[src/rtl/jpeg_dec_pkg.sv]
`default_nettype none
// ============================================================================
//  Module      : jpeg_dec_pkg
//  Description : Shared constants and types for the JPEG decoder datapath:
//                coefficient width, block size and the zigzag scan table.
//  Revision    : 1.0 - initial release
// ============================================================================
package jpeg_dec_pkg;

    localparam int COEF_W   = 12;
    localparam int BLK_SIZE = 64;

    // ZZ[k] is the raster address {row,col} of the k-th coefficient in scan order
    localparam logic [5:0] ZZ [BLK_SIZE] = '{
        6'd0,  6'd1,  6'd8,  6'd16, 6'd9,  6'd2,  6'd3,  6'd10,
        6'd17, 6'd24, 6'd32, 6'd25, 6'd18, 6'd11, 6'd4,  6'd5,
        6'd12, 6'd19, 6'd26, 6'd33, 6'd40, 6'd48, 6'd41, 6'd34,
        6'd27, 6'd20, 6'd13, 6'd6,  6'd7,  6'd14, 6'd21, 6'd28,
        6'd35, 6'd42, 6'd49, 6'd56, 6'd57, 6'd50, 6'd43, 6'd36,
        6'd29, 6'd22, 6'd15, 6'd23, 6'd30, 6'd37, 6'd44, 6'd51,
        6'd58, 6'd59, 6'd52, 6'd45, 6'd38, 6'd31, 6'd39, 6'd46,
        6'd53, 6'd60, 6'd61, 6'd54, 6'd47, 6'd55, 6'd62, 6'd63
    };

    typedef logic signed [COEF_W-1:0] coef_t;

endpackage
`default_nettype wire

[src/rtl/dezigzag_bank.sv]
`default_nettype none
// ============================================================================
//  Module      : dezigzag_bank
//  Description : 64-entry coefficient store, one synchronous write port and
//                one registered read port. Storage itself is not reset.
//  Revision    : 1.0 - initial release
// ============================================================================
module dezigzag_bank
    import jpeg_dec_pkg::*;
#(
    parameter int DATA_W = COEF_W
) (
    input  logic              clk,
    input  logic              rst,
    input  logic              we_i,
    input  logic [5:0]        waddr_i,
    input  logic [DATA_W-1:0] wdata_i,
    input  logic              re_i,
    input  logic [5:0]        raddr_i,
    output logic [DATA_W-1:0] rdata_o
);

    logic [DATA_W-1:0] mem_q [BLK_SIZE];
    logic [DATA_W-1:0] rdata_q;

    always_ff @(posedge clk) begin
        if (we_i) begin
            mem_q[waddr_i] <= wdata_i;
        end
    end

    // The read register doubles as the output data register, so it holds when re_i is low
    always_ff @(posedge clk) begin
        if (!rst) begin
            rdata_q <= '0;
        end else if (re_i) begin
            rdata_q <= mem_q[raddr_i];
        end
    end

    assign rdata_o = rdata_q;

endmodule
`default_nettype wire

[src/rtl/dezigzag_buffer.sv]
`default_nettype none
// ============================================================================
//  Module      : dezigzag_buffer
//  Description : Ping-pong reorder buffer, zigzag-order input to raster-order
//                output. Define DEZIGZAG_TRANSPOSE_EN for column-major reads.
//  Revision    : 1.0 - initial release
// ============================================================================
module dezigzag_buffer
    import jpeg_dec_pkg::*;
#(
    parameter int DATA_W = COEF_W
) (
    input  logic              clk,
    input  logic              rst,
    input  logic              in_valid,
    output logic              in_ready,
    input  logic [DATA_W-1:0] in_data,
    output logic              out_valid,
    input  logic              out_ready,
    output logic [DATA_W-1:0] out_data,
    output logic [5:0]        out_idx,
    output logic              out_last
);

    logic [1:0] full_q,      full_d;
    logic       wr_bank_q,   wr_bank_d;
    logic       rd_bank_q,   rd_bank_d;
    logic [5:0] wr_cnt_q,    wr_cnt_d;
    logic [5:0] rd_cnt_q,    rd_cnt_d;
    logic       in_ready_q,  in_ready_d;
    logic       out_valid_q, out_valid_d;
    logic [5:0] out_idx_q,   out_idx_d;
    logic       out_last_q,  out_last_d;
    logic       out_bank_q,  out_bank_d;

    logic              wr_en;
    logic              rd_en;
    logic [5:0]        raddr;
    logic [DATA_W-1:0] rdata [2];

`ifdef DEZIGZAG_TRANSPOSE_EN
    assign raddr = {rd_cnt_q[2:0], rd_cnt_q[5:3]};
`else
    assign raddr = rd_cnt_q;
`endif

    assign wr_en = in_valid && in_ready_q;
    assign rd_en = full_q[rd_bank_q] && (!out_valid_q || out_ready);

    always_comb begin
        full_d      = full_q;
        wr_bank_d   = wr_bank_q;
        rd_bank_d   = rd_bank_q;
        wr_cnt_d    = wr_cnt_q;
        rd_cnt_d    = rd_cnt_q;
        out_valid_d = out_valid_q;
        out_idx_d   = out_idx_q;
        out_last_d  = out_last_q;
        out_bank_d  = out_bank_q;

        if (wr_en) begin
            wr_cnt_d = wr_cnt_q + 6'd1;
            if (wr_cnt_q == 6'd63) begin
                full_d[wr_bank_q] = 1'b1;
                wr_bank_d         = !wr_bank_q;
            end
        end

        if (rd_en) begin
            rd_cnt_d    = rd_cnt_q + 6'd1;
            out_valid_d = 1'b1;
            out_idx_d   = raddr;
            out_last_d  = (raddr == 6'd63);
            out_bank_d  = rd_bank_q;
            if (rd_cnt_q == 6'd63) begin
                full_d[rd_bank_q] = 1'b0;
                rd_bank_d         = !rd_bank_q;
            end
        end else if (out_ready) begin
            out_valid_d = 1'b0;
        end

        // Registered so in_ready never depends combinationally on out_ready
        in_ready_d = !full_d[wr_bank_d];
    end

    always_ff @(posedge clk) begin
        if (!rst) begin
            full_q      <= 2'b00;
            wr_bank_q   <= 1'b0;
            rd_bank_q   <= 1'b0;
            wr_cnt_q    <= 6'd0;
            rd_cnt_q    <= 6'd0;
            in_ready_q  <= 1'b0;
            out_valid_q <= 1'b0;
            out_idx_q   <= 6'd0;
            out_last_q  <= 1'b0;
            out_bank_q  <= 1'b0;
        end else begin
            full_q      <= full_d;
            wr_bank_q   <= wr_bank_d;
            rd_bank_q   <= rd_bank_d;
            wr_cnt_q    <= wr_cnt_d;
            rd_cnt_q    <= rd_cnt_d;
            in_ready_q  <= in_ready_d;
            out_valid_q <= out_valid_d;
            out_idx_q   <= out_idx_d;
            out_last_q  <= out_last_d;
            out_bank_q  <= out_bank_d;
        end
    end

    for (genvar b = 0; b < 2; b++) begin : g_bank
        dezigzag_bank #(
            .DATA_W (DATA_W)
        ) u_bank (
            .clk     (clk),
            .rst     (rst),
            .we_i    (wr_en && (wr_bank_q == 1'(b))),
            .waddr_i (ZZ[wr_cnt_q]),
            .wdata_i (in_data),
            .re_i    (rd_en && (rd_bank_q == 1'(b))),
            .raddr_i (raddr),
            .rdata_o (rdata[b])
        );
    end

    assign in_ready  = in_ready_q;
    assign out_valid = out_valid_q;
    assign out_data  = rdata[out_bank_q];
    assign out_idx   = out_idx_q;
    assign out_last  = out_last_q;

endmodule
`default_nettype wire

[config.mk]
export PLATFORM = sky130hd
export DESIGN_NAME = dezigzag_buffer
export DESIGN_NICKNAME = d
export VERILOG_FILES = /design/src/rtl/jpeg_dec_pkg.sv /design/src/rtl/dezigzag_bank.sv /design/src/rtl/dezigzag_buffer.sv
export SDC_FILE = /design/constraint.sdc
export NUM_CORES = 1
export LEC_CHECK = 0
export CAP_MARGIN = 20
export CORE_MARGIN = 2
export CORE_UTILIZATION = 50
export CTS_CLUSTER_DIAMETER = 30
export CTS_CLUSTER_SIZE = 16
export DETAILED_ROUTE_END_ITERATION = 8
export PLACE_DENSITY_LB_ADDON = 0.05
export SLEW_MARGIN = 20
export SYNTH_ARGS = -nofsm -noshare
export SYNTH_HDL_FRONTEND = slang
export SYNTH_HIERARCHICAL = 1
export SYNTH_SLANG_ARGS = --single-unit
[constraint.sdc]
create_clock -name clk -period 7.1 [get_ports clk]
set_input_delay 0.71 -clock clk [delete_from_list [all_inputs] [get_ports clk]]
set_output_delay 0.71 -clock clk [all_outputs]
set_load 0.005 [all_outputs]
## Word-level counts from Yosys, hierarchy flattened

Memory sizes are Yosys's and may differ from the RTL's. A register that Yosys moved wholly into a read port is not among the register bits.
Cells that the tools add are included.

- Add/sub/neg operators: 2
- $mul: 0
- Divide/modulo/power cells: 0
- $lt $le $gt $ge: 7
- Equality and inequality tests: 2
- Shifts and indexed selects: 0
- Muxes and demuxes: 25
- Bitwise logic cells: 7
- Reductions and logical operators: 17

Operators by type and width:

| kind | count |
|---|---|
| $mux W12 | 3 |
| $mux W1 | 14 |
| $add A6 B1 Y6 const B | 2 |
| $eq A6 B6 Y1 const B | 2 |
| $mux W6 | 2 |
| $logic_and A1 B1 Y1 | 8 |
| $mux W2 | 4 |
| $ge A7 B7 Y1 const B | 1 |
| $not A6 Y7 | 1 |
| $logic_not A1 Y1 | 6 |
| $lt A1 B2 Y1 const B | 3 |
| $and A2 B2 Y2 | 1 |
| $demux W1 S1 | 2 |
| $ge A1 B1 Y1 const B | 2 |
| $ge A2 B2 Y1 const B | 1 |
| $not A1 Y1 | 2 |
| $not A1 Y2 | 1 |
| $not A2 Y2 | 1 |
| $or A2 B2 Y2 | 1 |
| $reduce_and A2 Y1 | 1 |
| $reduce_bool A2 Y1 | 1 |
| $logic_or A1 B1 Y1 | 1 |

- Flip-flop bits (word level): 26
- Latch bits: 0
- RAM bits: 1536
- Memory bits (read-only): 384
- Logic and storage cells: 73
- Memories: 3

Memory list:

| memory | words | bits a word | rd ports | clocked after Yosys merged registers in | write ports | RTL line | text |
|---|---|---|---|---|---|---|---|
| g_bank[0].u_bank.mem_q | 64 | 12 | 1 | 1 | 1 | dezigzag_bank.sv:23 | `logic [DATA_W-1:0] mem_q [BLK_SIZE];` |
| g_bank[1].u_bank.mem_q | 64 | 12 | 1 | 1 | 1 | dezigzag_bank.sv:23 |  |
| (name not given) | 64 | 6 | 1 | 0 | 0 | dezigzag_buffer.sv:120 | `.waddr_i (ZZ[wr_cnt_q]),` |

## Depth between registers and ports, before layout

- Depth in word-level cells: 13
- Mapped depth: 13
- Gate-level depth less buffers: 10

## By module

Netlist, hierarchy kept.

Modules (own cells, without submodules):

| module | times used | cells an instance | area an instance (µm²) | seq. area each (µm²) |
|---|---|---|---|---|
| dezigzag_bank | 2 | 1511 | 30152.7 | 23302.3 |
| dezigzag_buffer | 1 | 231 | 2085.8 | 520.5 |

## Least setup slack after synthesis

Ideal clock, no wire load.

- Path kind: register to register
- Start point: register wr_cnt_q[0]
- End point: memory g_bank[0].u_bank/mem_q[48][0] in the netlist's numbering (enable)
- Arrival time: 3.715 ns
- Data required time: 6.704 ns
- Slack: 2.989 ns
- Cell stages (with the launch flop): 11
- Clock period less this slack: 4.111 ns
- Cells stage by stage: dfxtp_1 > buf_1 > inv_1 > ha_1 > buf_6 > inv_2 > mux4_2 > mux4_2 > clkbuf_1 > or3_1 > nor3_1

- Longest elaborated chain between the ends: 4

Ends and longest elaborated chain:

| element | RTL line | text |
|---|---|---|
| start, declared | dezigzag_buffer.sv:28 | `logic [5:0] wr_cnt_q, wr_cnt_d;` |
| start signal, assigned | dezigzag_buffer.sv:103 | `wr_cnt_q <= wr_cnt_d;` |
| $not A6 Y7 (not written as such) | dezigzag_buffer.sv:120 |  |
| $mem_v2 Z64 W6 | n/a |  |
| $mux W6 (2 in a row) | n/a |  |
| end, declared | dezigzag_bank.sv:23 |  |

No other way between the ends. The select of a mux whose other input is x is not followed.

## Final worst setup path

- Start point: register wr_cnt_q[0]
- End point: memory g_bank[0].u_bank/mem_q[15][7] in the netlist's numbering (enable)

Same word-level chain as after synthesis.

==> impl_metrics.yaml <==
global_routing:
  antenna_found_initial: 5
  grt_use_total_pct: 26.0
  grt_pass1_wl_microns: 234000
  grt_pass1_vias: 33000
  grt_max_degree: 165
  gr-total-overflow: 0
route:
  wl_microns: 165000
  drtIter0Drc: 3735
  route.detailed.drc: 8
  dr.pass1.iters: 9
  antenna_left: 0
  avgViaCountPerCell: 6.17
  wl_per_cell_microns: 30.7
  vias: 33000
synthesis:
  synth-warning-count: 6
  synth-seq-area-share_pct: 75.5
  yosysUniqueCellTypes: 53
  syn_area_sq_um: 62400
  synthArstFlopShare_pct: 0
  synthCells: 3253
  avgSynthCellArea_sq_um: 19.2
  syn_nets: 3286
  synth_edf_count: 1536
  ys_seq_elements: 1586
  ys.flop_type: "edfxtp_1"
critical_path:
  cp-start-kind: "register"
  critPathCaptureType: "register"
  cpLargestDelayFamily: "simple AND/OR/NAND/NOR gates"
  crit_fanout: 20
  crit_top_cell: "nor2_1"
  arrival_ps: 5560
  worstPathBufferInverterCount: 1
  cp_cell_sequence: "inv_1 -> ha_1 -> xor2_1 -> nor2_1 -> a21oi_1 -> mux4_2 -> nand4_1 -> nor2_1"
  slowest_stage: "nor2_1"
  crit_type: "register to register"
  cp.required_ps: 7570
  cp_slowest_stage_delay_ps: 1130
clock_network:
  insertion_delay_ps: 890
  cts_tree: "done"
  clockBufferDepth: 4
  numClockSinks: 1586
  numCtsBuffers: 313
  cts.hold.buffers_added: 0
  clk_pin_slew_worst_paths_ps: 40
  cts-root-buf: "clkbuf_16"
  post_cts_buffers: 0
  post_cts_resized: 0
  htreeDepth: 5
place:
  dp_hpwl_microns: 98800
  place_congestion: 0.919
  portBuffers: 36
  preCtsSetupSlack_ps: 2080
  dpl_cell_area_sq_um: 64500
layout:
  mostFrequentLayoutCells: "edfxtp_1, clkbuf_16, mux2i_1"
  fillers: 8728
  utilization_pct: 60.6
  nets: 3520
  final_common_cell: "edfxtp_1"
  drive_gt1_share_pct: 25.9
  register_area_sq_um: 47100
  multiInputGateArea_sq_um: 14400
  area_growth_pct: 20.3
  final_area_sq_um: 75000
die:
  start_util_pct: 50.4
  dieHeight_microns: 357
  dieArea_sq_um: 128000
  core_sq_um: 124000
  placementRows: 129
  die-width_microns: 357
  io_pins: 37
run_status:
  status: "finished, violations left"
  violations: "design-rule violations"
sta:
  finalWorstSetupSlack_ps: 2010
  worst_pin_slew_ps: 1190
  drv_slew: 0
  setup_viol: 0
  rsz0062_at_grt: "no"
  fin_tns_setup_ps: 0
  max_freq_mhz: 196
  period_share_pct: 71.7
  max_slew_margin_pct: 18.3
  hold_viol: 0
  fin_crit_ps: 5090
  finClkSkew_ps: 47.0
pwr:
  p_total_mw: 24.9
  powerDensity_nw_per_um2: 332
  ir_worst_vdd_uv: 258
  p_leak_nw: 23.4
worst_hold_path:
  min_path_type: "input port to register"
run:
  drv_cap: 0
==> power by group <==
part           internal [mW]  total, mW  leakage, nW  switching, mW
Clock                   9.60       14.3         5.00           4.71
Sequential              10.3       10.3         14.2        0.00575
Combinational         0.0313      0.268         4.17          0.237
Total                   19.9       24.9         23.4           4.95
==> cell usage after synthesis (7+ instances only) <==
library cell / n / share of area [%]
edfxtp_1: 1536 / 74
mux2i_1: 203 / 3.3
mux4_2: 196 / 7.1
nor2_1: 151 / 0.91
a22o_1: 144 / 2.0
nor2b_1: 116 / 1.2
mux2_2: 111 / 2.0
a211oi_1: 97 / 1.2
a2111oi_0: 96 / 1.3
clkbuf_1: 89 / 0.54
buf_2: 50 / 0.40
dfxtp_1: 50 / 1.6
nor4_1: 50 / 0.50
o22ai_1: 50 / 0.50
buf_4: 47 / 0.57
nand2_1: 34 / 0.20
nand3b_1: 31 / 0.37
o221ai_1: 25 / 0.35
nand3_1: 21 / 0.17
ha_1: 17 / 0.34
nand2b_1: 15 / 0.15
and2_1: 14 / 0.14
buf_6: 12 / 0.22
o21ai_0: 11 / 0.088
a21oi_1: 10 / 0.080
nand4_1: 7 / 0.070
xnor2_1: 7 / 0.098
==> metal layers <==
metal	up-vias	wire length, microns	global-route usage [%]
li1	14000	-	-
met1	17300	73100	38.8
met2	1536	73000	37.6
met3	220	15300	7.39
met4	4	3170	7.18
met5	-	27	0
==> sequential cells by signal (all words and copies together) (netlist names) <==
name and count:
wr_cnt_q 6, g_bank.u_bank/mem_q 1536, g_bank.u_bank/rdata_o 24, out_last 1, rd_bank_q 1, in_ready 1, out_valid 1, wr_bank_q 1
out_idx 6, raddr 6, out_bank_q 1, full_q 2
==> worst reg2reg max path, stage by stage, from the launching register on <==
cell and delay, ps:
dfxtp_1 720, inv_1 330, ha_1 570, xor2_1 230, nor2_1 60, a21oi_1 140
mux4_2 600, nand4_1 890, nor2_1 1150
==> kinds of logic after synthesis <==
logic type	count (synthesis)	share of synthesized area [%]
XOR/XNOR	12	0.168
multiplexers	511	12.4
buffers and inverters	212	1.80
adder cells (fa/ha/maj)	17	0.341
AND/OR/NAND/NOR	466	4.00
flip-flops	1586	75.5
AO/OA/AOI/OAI	449	5.79
==> through the flow <==
| stage | cells | hold slack (ps) |
|---|---|---|
| 3_5_place_dp | 4804 | 498 |
| 3_3_place_gp | 4803 | 495 |
| 5_1_grt | 5355 | 103 |
| 6_report | 5357 | 138 |
| 4_1_cts | 5350 | 70.8 |
| 2_1_floorplan | 3253 | 457 |
==> area by class of cell <==
cell class / count / share of cell area, %
Timing Repair Buffer: 123 / 1.44
Tap cell: 1637 / 2.73
Clock buffer: 344 / 10.8
Antenna cell: 2 / 0.00667
Clock inverter: 202 / 2.98
Inverter: 8 / 0.0400
Multi-Input combinational cell: 1455 / 19.2
Sequential cell: 1586 / 62.8
==> final timing paths <==
check	startpoint	to	slack [ps]	depth (start not counted)
max	wr_cnt_q[0]$_SDFFE_PN0N_	g_bank[0].u_bank/mem_q[15][7]$_DFFE_PP_	2010	8
min	in_data[1]	g_bank[1].u_bank/mem_q[42][1]$_DFFE_PP_	140	1
max reg2reg	wr_cnt_q[0]$_SDFFE_PN0N_	g_bank[0].u_bank/mem_q[15][7]$_DFFE_PP_	2010	8
min reg2reg	g_bank[0].u_bank/rdata_o[11]$_SDFFE_PN0P_	g_bank[0].u_bank/rdata_o[11]$_SDFFE_PN0P_	510	2
Power figures use the tool's default switching activity.
